File: src/rtl/game_pkg.sv
// Shared game constants and the bomb controller state encoding.
package game_pkg;

   // Default playfield and bomb-physics parameters.
   localparam int unsigned DEF_SCREEN_W     = 640;
   localparam int unsigned DEF_SCREEN_H     = 480;
   localparam int unsigned DEF_BS_FLIGHT    = 3;
   localparam int unsigned DEF_EXPLODE_MAX  = 16;
   localparam int unsigned DEF_EXPLODE_STEP = 2;
   localparam int unsigned DEF_GRAVITY      = 1;
   localparam int unsigned DEF_VY_MAX       = 15;

   typedef enum logic [2:0] {
      StIdle,
      StFlight,
      StProbe,
      StExplode,
      StCrater
   } bomb_state_e;

endpackage

File: src/rtl/bomb_controller.sv
// Bomb launch/flight/impact controller: ballistic kinematics, terrain probing, blast growth
// and a crater request handshake. Every output comes straight from a flop.
module bomb_controller
   import game_pkg::*;
#(
   parameter int unsigned SCREEN_W     = DEF_SCREEN_W,
   parameter int unsigned SCREEN_H     = DEF_SCREEN_H,
   parameter int unsigned BS_FLIGHT    = DEF_BS_FLIGHT,
   parameter int unsigned EXPLODE_MAX  = DEF_EXPLODE_MAX,
   parameter int unsigned EXPLODE_STEP = DEF_EXPLODE_STEP,
   parameter int unsigned GRAVITY      = DEF_GRAVITY,
   parameter int unsigned VY_MAX       = DEF_VY_MAX
) (
   input  logic               Clk,
   input  logic               Reset_n,
   input  logic               frame_clk_rise,
   input  logic               fire,
   input  logic [9:0]         PX,
   input  logic [9:0]         PY,
   input  logic signed [5:0]  aim_vx,
   input  logic signed [5:0]  aim_vy,
   input  logic [511:0]       terrain_col,
   output logic [9:0]         terrain_col_x,
   output logic [9:0]         BX,
   output logic [9:0]         BY,
   output logic [9:0]         BS,
   output logic               bomb_visible,
   output logic               busy,
   output logic               crater_req,
   input  logic               crater_ack,
   output logic [9:0]         crater_x,
   output logic [9:0]         crater_y,
   output logic [9:0]         crater_r
);

   localparam logic signed [6:0] LP_VY_MAX = 7'(VY_MAX);

   bomb_state_e r_state, w_state_d;

   logic signed [10:0] r_x, w_x_d, r_y, w_y_d;
   logic signed [5:0]  r_vx, w_vx_d, r_vy, w_vy_d;
   logic [9:0]         r_bs, w_bs_d;
   logic               r_probe_wait, w_probe_wait_d;
   logic [9:0]         r_bx, w_bx_d, r_by, w_by_d;
   logic               r_vis, w_vis_d, r_busy, w_busy_d;
   logic               r_req, w_req_d;
   logic [9:0]         r_cx, w_cx_d, r_cy, w_cy_d, r_cr, w_cr_d;

   logic signed [10:0] w_x_step, w_y_step;
   logic signed [6:0]  w_vy_inc;
   logic signed [5:0]  w_vy_sat;
   logic               w_off_screen;
   logic [9:0]         w_bs_grow;
   logic               w_hit;

   // One frame of ballistic motion and the resulting off-screen test.
   always_comb begin
      w_x_step = r_x + $signed({{5{r_vx[5]}}, r_vx});
      w_y_step = r_y + $signed({{5{r_vy[5]}}, r_vy});
      w_vy_inc = $signed({r_vy[5], r_vy}) + $signed(7'(GRAVITY));
      w_vy_sat = (w_vy_inc > LP_VY_MAX) ? LP_VY_MAX[5:0] : w_vy_inc[5:0];
      // Negative y (above the screen) is legal; only the bottom edge ends the flight.
      w_off_screen = w_x_step[10] || (w_x_step[9:0] > 10'(SCREEN_W - 1)) ||
                     (!w_y_step[10] && (w_y_step[9:0] > 10'(SCREEN_H - 1)));
      w_bs_grow = r_bs + 10'(EXPLODE_STEP);
      // BY never exceeds SCREEN_H-1 while probing, so 9 bits index the column.
      w_hit = !r_y[10] && terrain_col[r_by[8:0]];
   end

   // Next-state, kinematics and registered-output values.
   always_comb begin
      w_state_d      = r_state;
      w_x_d          = r_x;
      w_y_d          = r_y;
      w_vx_d         = r_vx;
      w_vy_d         = r_vy;
      w_bs_d         = r_bs;
      w_probe_wait_d = r_probe_wait;
      w_req_d        = r_req;
      w_cx_d         = r_cx;
      w_cy_d         = r_cy;
      w_cr_d         = r_cr;

      unique case (r_state)
         StIdle: begin
            if (fire) begin
               w_x_d     = $signed({1'b0, PX});
               w_y_d     = $signed({1'b0, PY});
               w_vx_d    = aim_vx;
               w_vy_d    = aim_vy;
               w_bs_d    = 10'(BS_FLIGHT);
               w_state_d = StFlight;
            end
         end
         StFlight: begin
            if (frame_clk_rise) begin
               w_x_d  = w_x_step;
               w_y_d  = w_y_step;
               w_vy_d = w_vy_sat;
               if (w_off_screen) begin
                  w_state_d = StIdle;
               end else begin
                  w_state_d      = StProbe;
                  w_probe_wait_d = 1'b1;
               end
            end
         end
         StProbe: begin
            // First cycle lets the terrain column for the new BX arrive.
            if (r_probe_wait) begin
               w_probe_wait_d = 1'b0;
            end else begin
               w_state_d = w_hit ? StExplode : StFlight;
            end
         end
         StExplode: begin
            if (frame_clk_rise) begin
               if (w_bs_grow >= 10'(EXPLODE_MAX)) begin
                  w_bs_d    = 10'(EXPLODE_MAX);
                  w_state_d = StCrater;
                  w_req_d   = 1'b1;
                  w_cx_d    = r_bx;
                  w_cy_d    = r_by;
                  w_cr_d    = 10'(EXPLODE_MAX);
               end else begin
                  w_bs_d = w_bs_grow;
               end
            end
         end
         StCrater: begin
            if (r_req && crater_ack) begin
               w_state_d = StIdle;
               w_req_d   = 1'b0;
            end
         end
         default: w_state_d = StIdle;
      endcase

      if (w_state_d == StIdle) begin
         w_bs_d = '0;
      end

      w_bx_d   = w_x_d[9:0];
      w_by_d   = w_y_d[10] ? 10'd0 : w_y_d[9:0];
      w_vis_d  = ((w_state_d == StFlight) || (w_state_d == StProbe) ||
                  (w_state_d == StExplode)) && !w_y_d[10];
      w_busy_d = (w_state_d != StIdle);
   end

   // State, kinematics and output registers with synchronous reset.
   always_ff @(posedge Clk) begin
      if (!Reset_n) begin
         r_state      <= StIdle;
         r_x          <= '0;
         r_y          <= '0;
         r_vx         <= '0;
         r_vy         <= '0;
         r_bs         <= '0;
         r_probe_wait <= 1'b0;
         r_bx         <= '0;
         r_by         <= '0;
         r_vis        <= 1'b0;
         r_busy       <= 1'b0;
         r_req        <= 1'b0;
         r_cx         <= '0;
         r_cy         <= '0;
         r_cr         <= '0;
      end else begin
         r_state      <= w_state_d;
         r_x          <= w_x_d;
         r_y          <= w_y_d;
         r_vx         <= w_vx_d;
         r_vy         <= w_vy_d;
         r_bs         <= w_bs_d;
         r_probe_wait <= w_probe_wait_d;
         r_bx         <= w_bx_d;
         r_by         <= w_by_d;
         r_vis        <= w_vis_d;
         r_busy       <= w_busy_d;
         r_req        <= w_req_d;
         r_cx         <= w_cx_d;
         r_cy         <= w_cy_d;
         r_cr         <= w_cr_d;
      end
   end

   assign terrain_col_x = r_bx;
   assign BX            = r_bx;
   assign BY            = r_by;
   assign BS            = r_bs;
   assign bomb_visible  = r_vis;
   assign busy          = r_busy;
   assign crater_req    = r_req;
   assign crater_x      = r_cx;
   assign crater_y      = r_cy;
   assign crater_r      = r_cr;

endmodule

File: config.mk
export PLATFORM = sky130hd
export DESIGN_NAME = bomb_controller
export DESIGN_NICKNAME = d
export VERILOG_FILES = /design/src/rtl/game_pkg.sv /design/src/rtl/bomb_controller.sv
export SDC_FILE = /design/constraint.sdc
export NUM_CORES = 1
export LEC_CHECK = 0
export CORE_AREA = 2 2 244 246
export CTS_CLUSTER_DIAMETER = 60
export DETAILED_ROUTE_END_ITERATION = 12
export DIE_AREA = 0 0 246 248
export DONT_BUFFER_PORTS = 1
export HOLD_SLACK_MARGIN = 0.08
export PLACE_DENSITY_LB_ADDON = 0.2
export SETUP_SLACK_MARGIN = 0.5
export SLEW_MARGIN = 5
export SYNTH_ARGS = -nofsm -noshare
export SYNTH_HDL_FRONTEND = slang
export SYNTH_SLANG_ARGS = --single-unit
export TNS_END_PERCENT = 5
File: constraint.sdc
create_clock -name Clk -period 5.8 [get_ports Clk]
set_clock_uncertainty 0.05 [all_clocks]
set_input_delay 1.16 -clock Clk [delete_from_list [all_inputs] [get_ports Clk]]
set_output_delay 1.16 -clock Clk [all_outputs]
set_load 0.01 [all_outputs]
==> results.cfg, run 1 <==
[status]
outcome = finished clean

[placed_design]
io_buffers = 0
placed_area_um2 = 9810
dp_hpwl_mm = 41.3
globalplace.congestion = 0.936

[clock_network]
post_cts_buffers = 0
cts-root-buf = clkbuf_16
cts_hold_buffers = 0
cts_resized = 0
cts_tree = built
cts_made_buffers = 9
cts_max_level = 3
clk_latency_ns = 0.35
clockBufferDepth = 2
cts.sinks = 82
cts.clk_slew.worst_paths_ns = 0.07

[power]
ir_drop_uv = 96.8
power_leakage_nw = 3.23
p_total_mw = 2.14
power_density_nw_per_um2 = 211

[global_route]
antenna_found_initial = 24
grt_pass1_wl_mm = 65.9
grt_use_total = 0.154
grt_pass1_vias = 8569
grt_max_degree = 60
grt_overflow = 0

[logic_synthesis]
synth_area_leaders = dfxtp_1, mux4_1, mux4_2
syn_inst = 990
yosysUniqueCellTypes = 82
synth.avg_cell_area_um2 = 9.66
synth_edf_count = 0
ys_async_sr_fraction = 0
ys_seq_area_frac = 0.172
synth_area_um2 = 9560
ys_seq_elements = 82
synth_top_area_share = 0.172
synth_ff_type = dfxtp_1
synth_top_area_cell = dfxtp_1
yosysWarnings = 0

[setup_path]
crit_required_ns = 5.97
criticalPathCategory = flip-flop to flip-flop
critPathLaunchType = flip-flop
critPathArrivalTime_ns = 4.40
end_kind = flip-flop
worst-path-max-fanout = 59

[floorplanning]
die_h_um = 248
start_util = 0.164
rows = 89
ios = 622
coreArea_um2 = 58500
chipWidth_um = 246
die-area_um2 = 61000

[cells_and_area]
drive_above_1_share = 0.118
syn2layout_area_growth_pct = 5.93
fin_nets = 1499
fin_area_um2 = 10100
fill_cells = 6544
final_cell_mix = nand2_1, mux2i_1, dfxtp_1
multi_input_area_um2 = 6940
final_common_cell = nand2_1
ff_latch_area_um2 = 1660

[route]
post_drt_wl_per_cell_um = 29.1
drt_first_iter_violations = 548
vias = 8432
wl_mm = 49.8
remaining_drc_errors = 0
first_pass_iters = 5
postRouteAntennaNets = 0
avgViaCountPerCell = 4.93

[timing]
timing_hold_violations_final = 0
period_share = 0.729
holdWs_ns = 0.430
max_freq_ghz = 0.237
setup_tns_ns = 0
slew_viol_final = 0
layout_min_cycle_time_ns = 4.23
rsz0062_at_grt = no
slew_headroom = 0.258
max_slew.worst_pin.slew_ns = 1.11
final-setup-viol-count = 0

[hold_path]
hold_path_class = flip-flop to flip-flop

[job]
drv_cap = 0
through the flow:
| step | worst slack (ns) | util | cells |
|---|---|---|---|
| after floorplan | 2.56 | - | 998 |
| after global placement | 1.24 | 0.168 | 1686 |
| after detailed placement | 1.53 | 0.168 | 1687 |
| after CTS | 1.48 | 0.173 | 1703 |
| after global routing | 1.29 | 0.173 | 1706 |
| final | 1.57 | 0.173 | 1711 |
registers in the layout (all words and copies together), names as in the netlist, 3 cells and up:
name      cells
r_vx          6
r_x          11
r_state       3
BY           10
r_y          11
r_vy          6
crater_y     10
BS           10
crater_x     10
final timing paths:
| check | startpoint | end | slack, ns | depth (start not counted) |
|---|---|---|---|---|
| setup / recovery | BY[0] | BS[9] | 1.57 | 10 |
| hold / removal | r_vx[4] | r_vx[4] | 0.43 | 2 |
| setup reg to reg | BY[0] | BS[9] | 1.57 | 10 |
| hold reg to reg | r_vx[4] | r_vx[4] | 0.43 | 2 |
synth_stat cells, drive strengths merged, types with 8 or more instances:
cell type	number
nor2b	16
o21ai	29
a31oi	11
o22ai	8
nand2	119
mux4	93
nor3	23
a22oi	35
nand4	10
xor2	8
buf	68
clkbuf	38
nor2	54
a21boi	35
dfxtp	82
inv	14
nor4	9
a211oi	17
mux2i	83
a21oi	50
xnor2	9
ha	23
nand3	31
and2	17
worst max-delay path, stage by stage (launching register included):
cell and delay [ns]:
dfxtp_4 0.94, buf_12 0.33, mux2i_1 0.24, a22oi_1 0.15
and3_1 0.24, nor4_1 0.61, nand4_1 0.24, a21boi_0 0.18
a41oi_1 0.24, and4bb_1 0.58, nor3_1 0.12
layer usage:
metal | routed length [um] | vias up | GRT usage
met5 | 87 | - | 0
met4 | 429 | 14 | 0.0226
met3 | 4390 | 54 | 0.0436
met2 | 23600 | 483 | 0.259
met1 | 21300 | 4176 | 0.199
li1 | - | 3705 | -
area by class of cell:
cell class | count | area share
Antenna cell | 8 | 0.00198
Inverter | 15 | 0.00556
Multi-Input combinational cell | 794 | 0.685
Clock inverter | 5 | 0.00420
Clock buffer | 11 | 0.0251
Sequential cell | 82 | 0.164
Timing Repair Buffer | 23 | 0.0193
Tap cell | 773 | 0.0955
cells by family after synthesis:
logic type | count (synthesis) | share of synthesized area
buf+inv | 122 | 0.107
compound gates | 243 | 0.177
other cells | 1 | 0.000392
flops | 82 | 0.172
mux | 181 | 0.332
fa+ha+maj | 25 | 0.0343
simple gates | 319 | 0.162
xor+xnor | 17 | 0.0156
report_power, final:
group	total [mW]	switching, mW	internal (mW)	leakage (nW)
Clock	0.587	0.263	0.323	0.148
Sequential	0.714	0.114	0.600	0.672
Combinational	0.838	0.469	0.369	2.41
No activity file was read; power rests on OpenSTA's default activity.
==> inputs of run 2 (changes only) <==
clock period = 4.4 ns   (was 5.8 ns; I/O delays follow)
==> results.cfg, run 2 (same netlist as run 1, synthesis figures left out) <==
[status]
outcome = finished clean

[power]
ir_drop_uv = 144
power_density_nw_per_um2 = 277
power_leakage_nw = 3.32

[timing]
max_freq_ghz = 0.271
final-setup-viol-count = 0
rsz0062_at_grt = no
final.setup.worst_slack_ns = 0.705
layout_min_cycle_time_ns = 3.69
period_share = 0.840
slew_headroom = 0.391
setup_tns_ns = 0
slew_viol_final = 0
max_slew.worst_pin.slew_ns = 0.912
timing_hold_violations_final = 0

[clock_network]
cts_hold_buffers = 0
cts_tree = built
clockBufferDepth = 2
clk_latency_ns = 0.37
cts.sinks = 82
cts.clk_slew.worst_paths_ns = 0.08
cts-root-buf = clkbuf_16
cts_max_level = 3
cts_made_buffers = 9

[placed_design]
post-place-ws_ns = 0.454
dp_hpwl_mm = 41.1
io_buffers = 0
globalplace.congestion = 0.951

[route]
drt_first_iter_violations = 538
postRouteAntennaNets = 0
post_drt_wl_per_cell_um = 28.6
avgViaCountPerCell = 4.88
wl_mm = 49.4
first_pass_iters = 6
vias = 8415
remaining_drc_errors = 0

[cells_and_area]
fill_cells = 6545
final_cell_mix = nand2_1, mux2i_1, dfxtp_1
final_common_cell = nand2_1
drive_above_1_share = 0.136
largestRegisters = r_x x11, r_y x11
fin_nets = 1515
syn2layout_area_growth_pct = 7.51

[floorplanning]
coreArea_um2 = 58500
rows = 89
start_util = 0.164
ios = 622
chipWidth_um = 246
die_h_um = 248
die-area_um2 = 61000

[global_route]
antenna_found_initial = 36
grt_pass1_wl_mm = 65.7
grt_max_degree = 96
grt_pass1_vias = 8602
grt_overflow = 0
grt_use_total = 0.154

[setup_path]
crit_required_ns = 4.60
worst-path-buf-inv = 2
critPathSlowestCell = a2111oi_1
critPathArrivalTime_ns = 3.89
r2r_cells = 10
critPathTopFamily = compound AO/OA/AOI/OAI gates
criticalPathCategory = flip-flop to flip-flop
worst-path-stages = 10
end_kind = flip-flop
crit_chain = buf_16 -> mux2i_1 -> a22oi_1 -> a2111oi_1 -> buf_4 -> a31oi_1 -> a41oi_1 -> nor4b_2 -> and4bb_2 -> nor3_1
critPathLaunchType = flip-flop
slowest_delay_ns = 0.69
worst-path-max-fanout = 95

[job]
drv_cap = 0

[hold_path]
holdPathStages = 2
hold_path_class = flip-flop to flip-flop
-- run 2: final timing paths --
check / startpoint / to / slack [ns]
hold reg to reg: r_vx[4] / r_vx[4] / 0.43
setup / recovery: BY[0] / BS[9] / 0.71
setup reg to reg: BY[0] / BS[9] / 0.71
hold / removal: r_vx[4] / r_vx[4] / 0.43
-- run 2: layer usage --
metal | wire [um] | part of all wire | track usage
met4 | 591 | 0.012 | 0.0242
met5 | 198 | 0.0040 | 0
met1 | 20600 | 0.42 | 0.196
met2 | 23400 | 0.47 | 0.258
met3 | 4600 | 0.093 | 0.0488
-- run 2: worst reg2reg max path: cells and delay by family (launching register included) --
kind | cells | cell delay (ns)
DFF | 1 | 0.54
and+or+nand+nor | 3 | 0.69
muxes | 1 | 0.44
buffers and inverters | 2 | 0.68
AOI/OAI and AO/OA | 4 | 1.17
-- run 2: layout make-up --
class / count / area (um^2) / share of cell area
antenna: 7 / 17.5 / 0.00170
clock buffer: 9 / 225 / 0.0219
clock inverter: 7 / 66.3 / 0.00645
inverter: 15 / 56.3 / 0.00548
multi-input combinational: 794 / 6940 / 0.675
sequential: 82 / 1660 / 0.161
tap: 773 / 967 / 0.0941
timing repair buffer: 39 / 350 / 0.0341
-- run 2: report_power, final --
part           internal (mW)  switching (mW)  leakage [nW]
clock network          0.399           0.389         0.138
registers              0.791           0.128         0.672
logic                  0.506           0.630          2.51
total                   1.70            1.15          3.32
-- run 2: repair_timing --
| action | in CTS | in global routing |
|---|---|---|
| setup endpoints to repair | 11 | 11 |
| gates cloned | 0 | 0 |
| gates resized for setup | 0 | 3 |
| buffers inserted | 1 | 0 |
-- run 2: through the flow --
step / power [mW] / cells / cell area, um^2 / hold WS [ns] / utilization
after detailed placement: 2.09 / 1702 / 9940 / 0.429 / 0.170
final: 2.84 / 1726 / 10300 / 0.429 / 0.176
after global placement: 2.09 / 1702 / 9940 / 0.414 / 0.170
after floorplan: 1.80 / 998 / 9590 / 0.397 / -
after global routing: 3.03 / 1722 / 10300 / 0.458 / 0.176
after CTS: 2.92 / 1719 / 10300 / 0.439 / 0.175
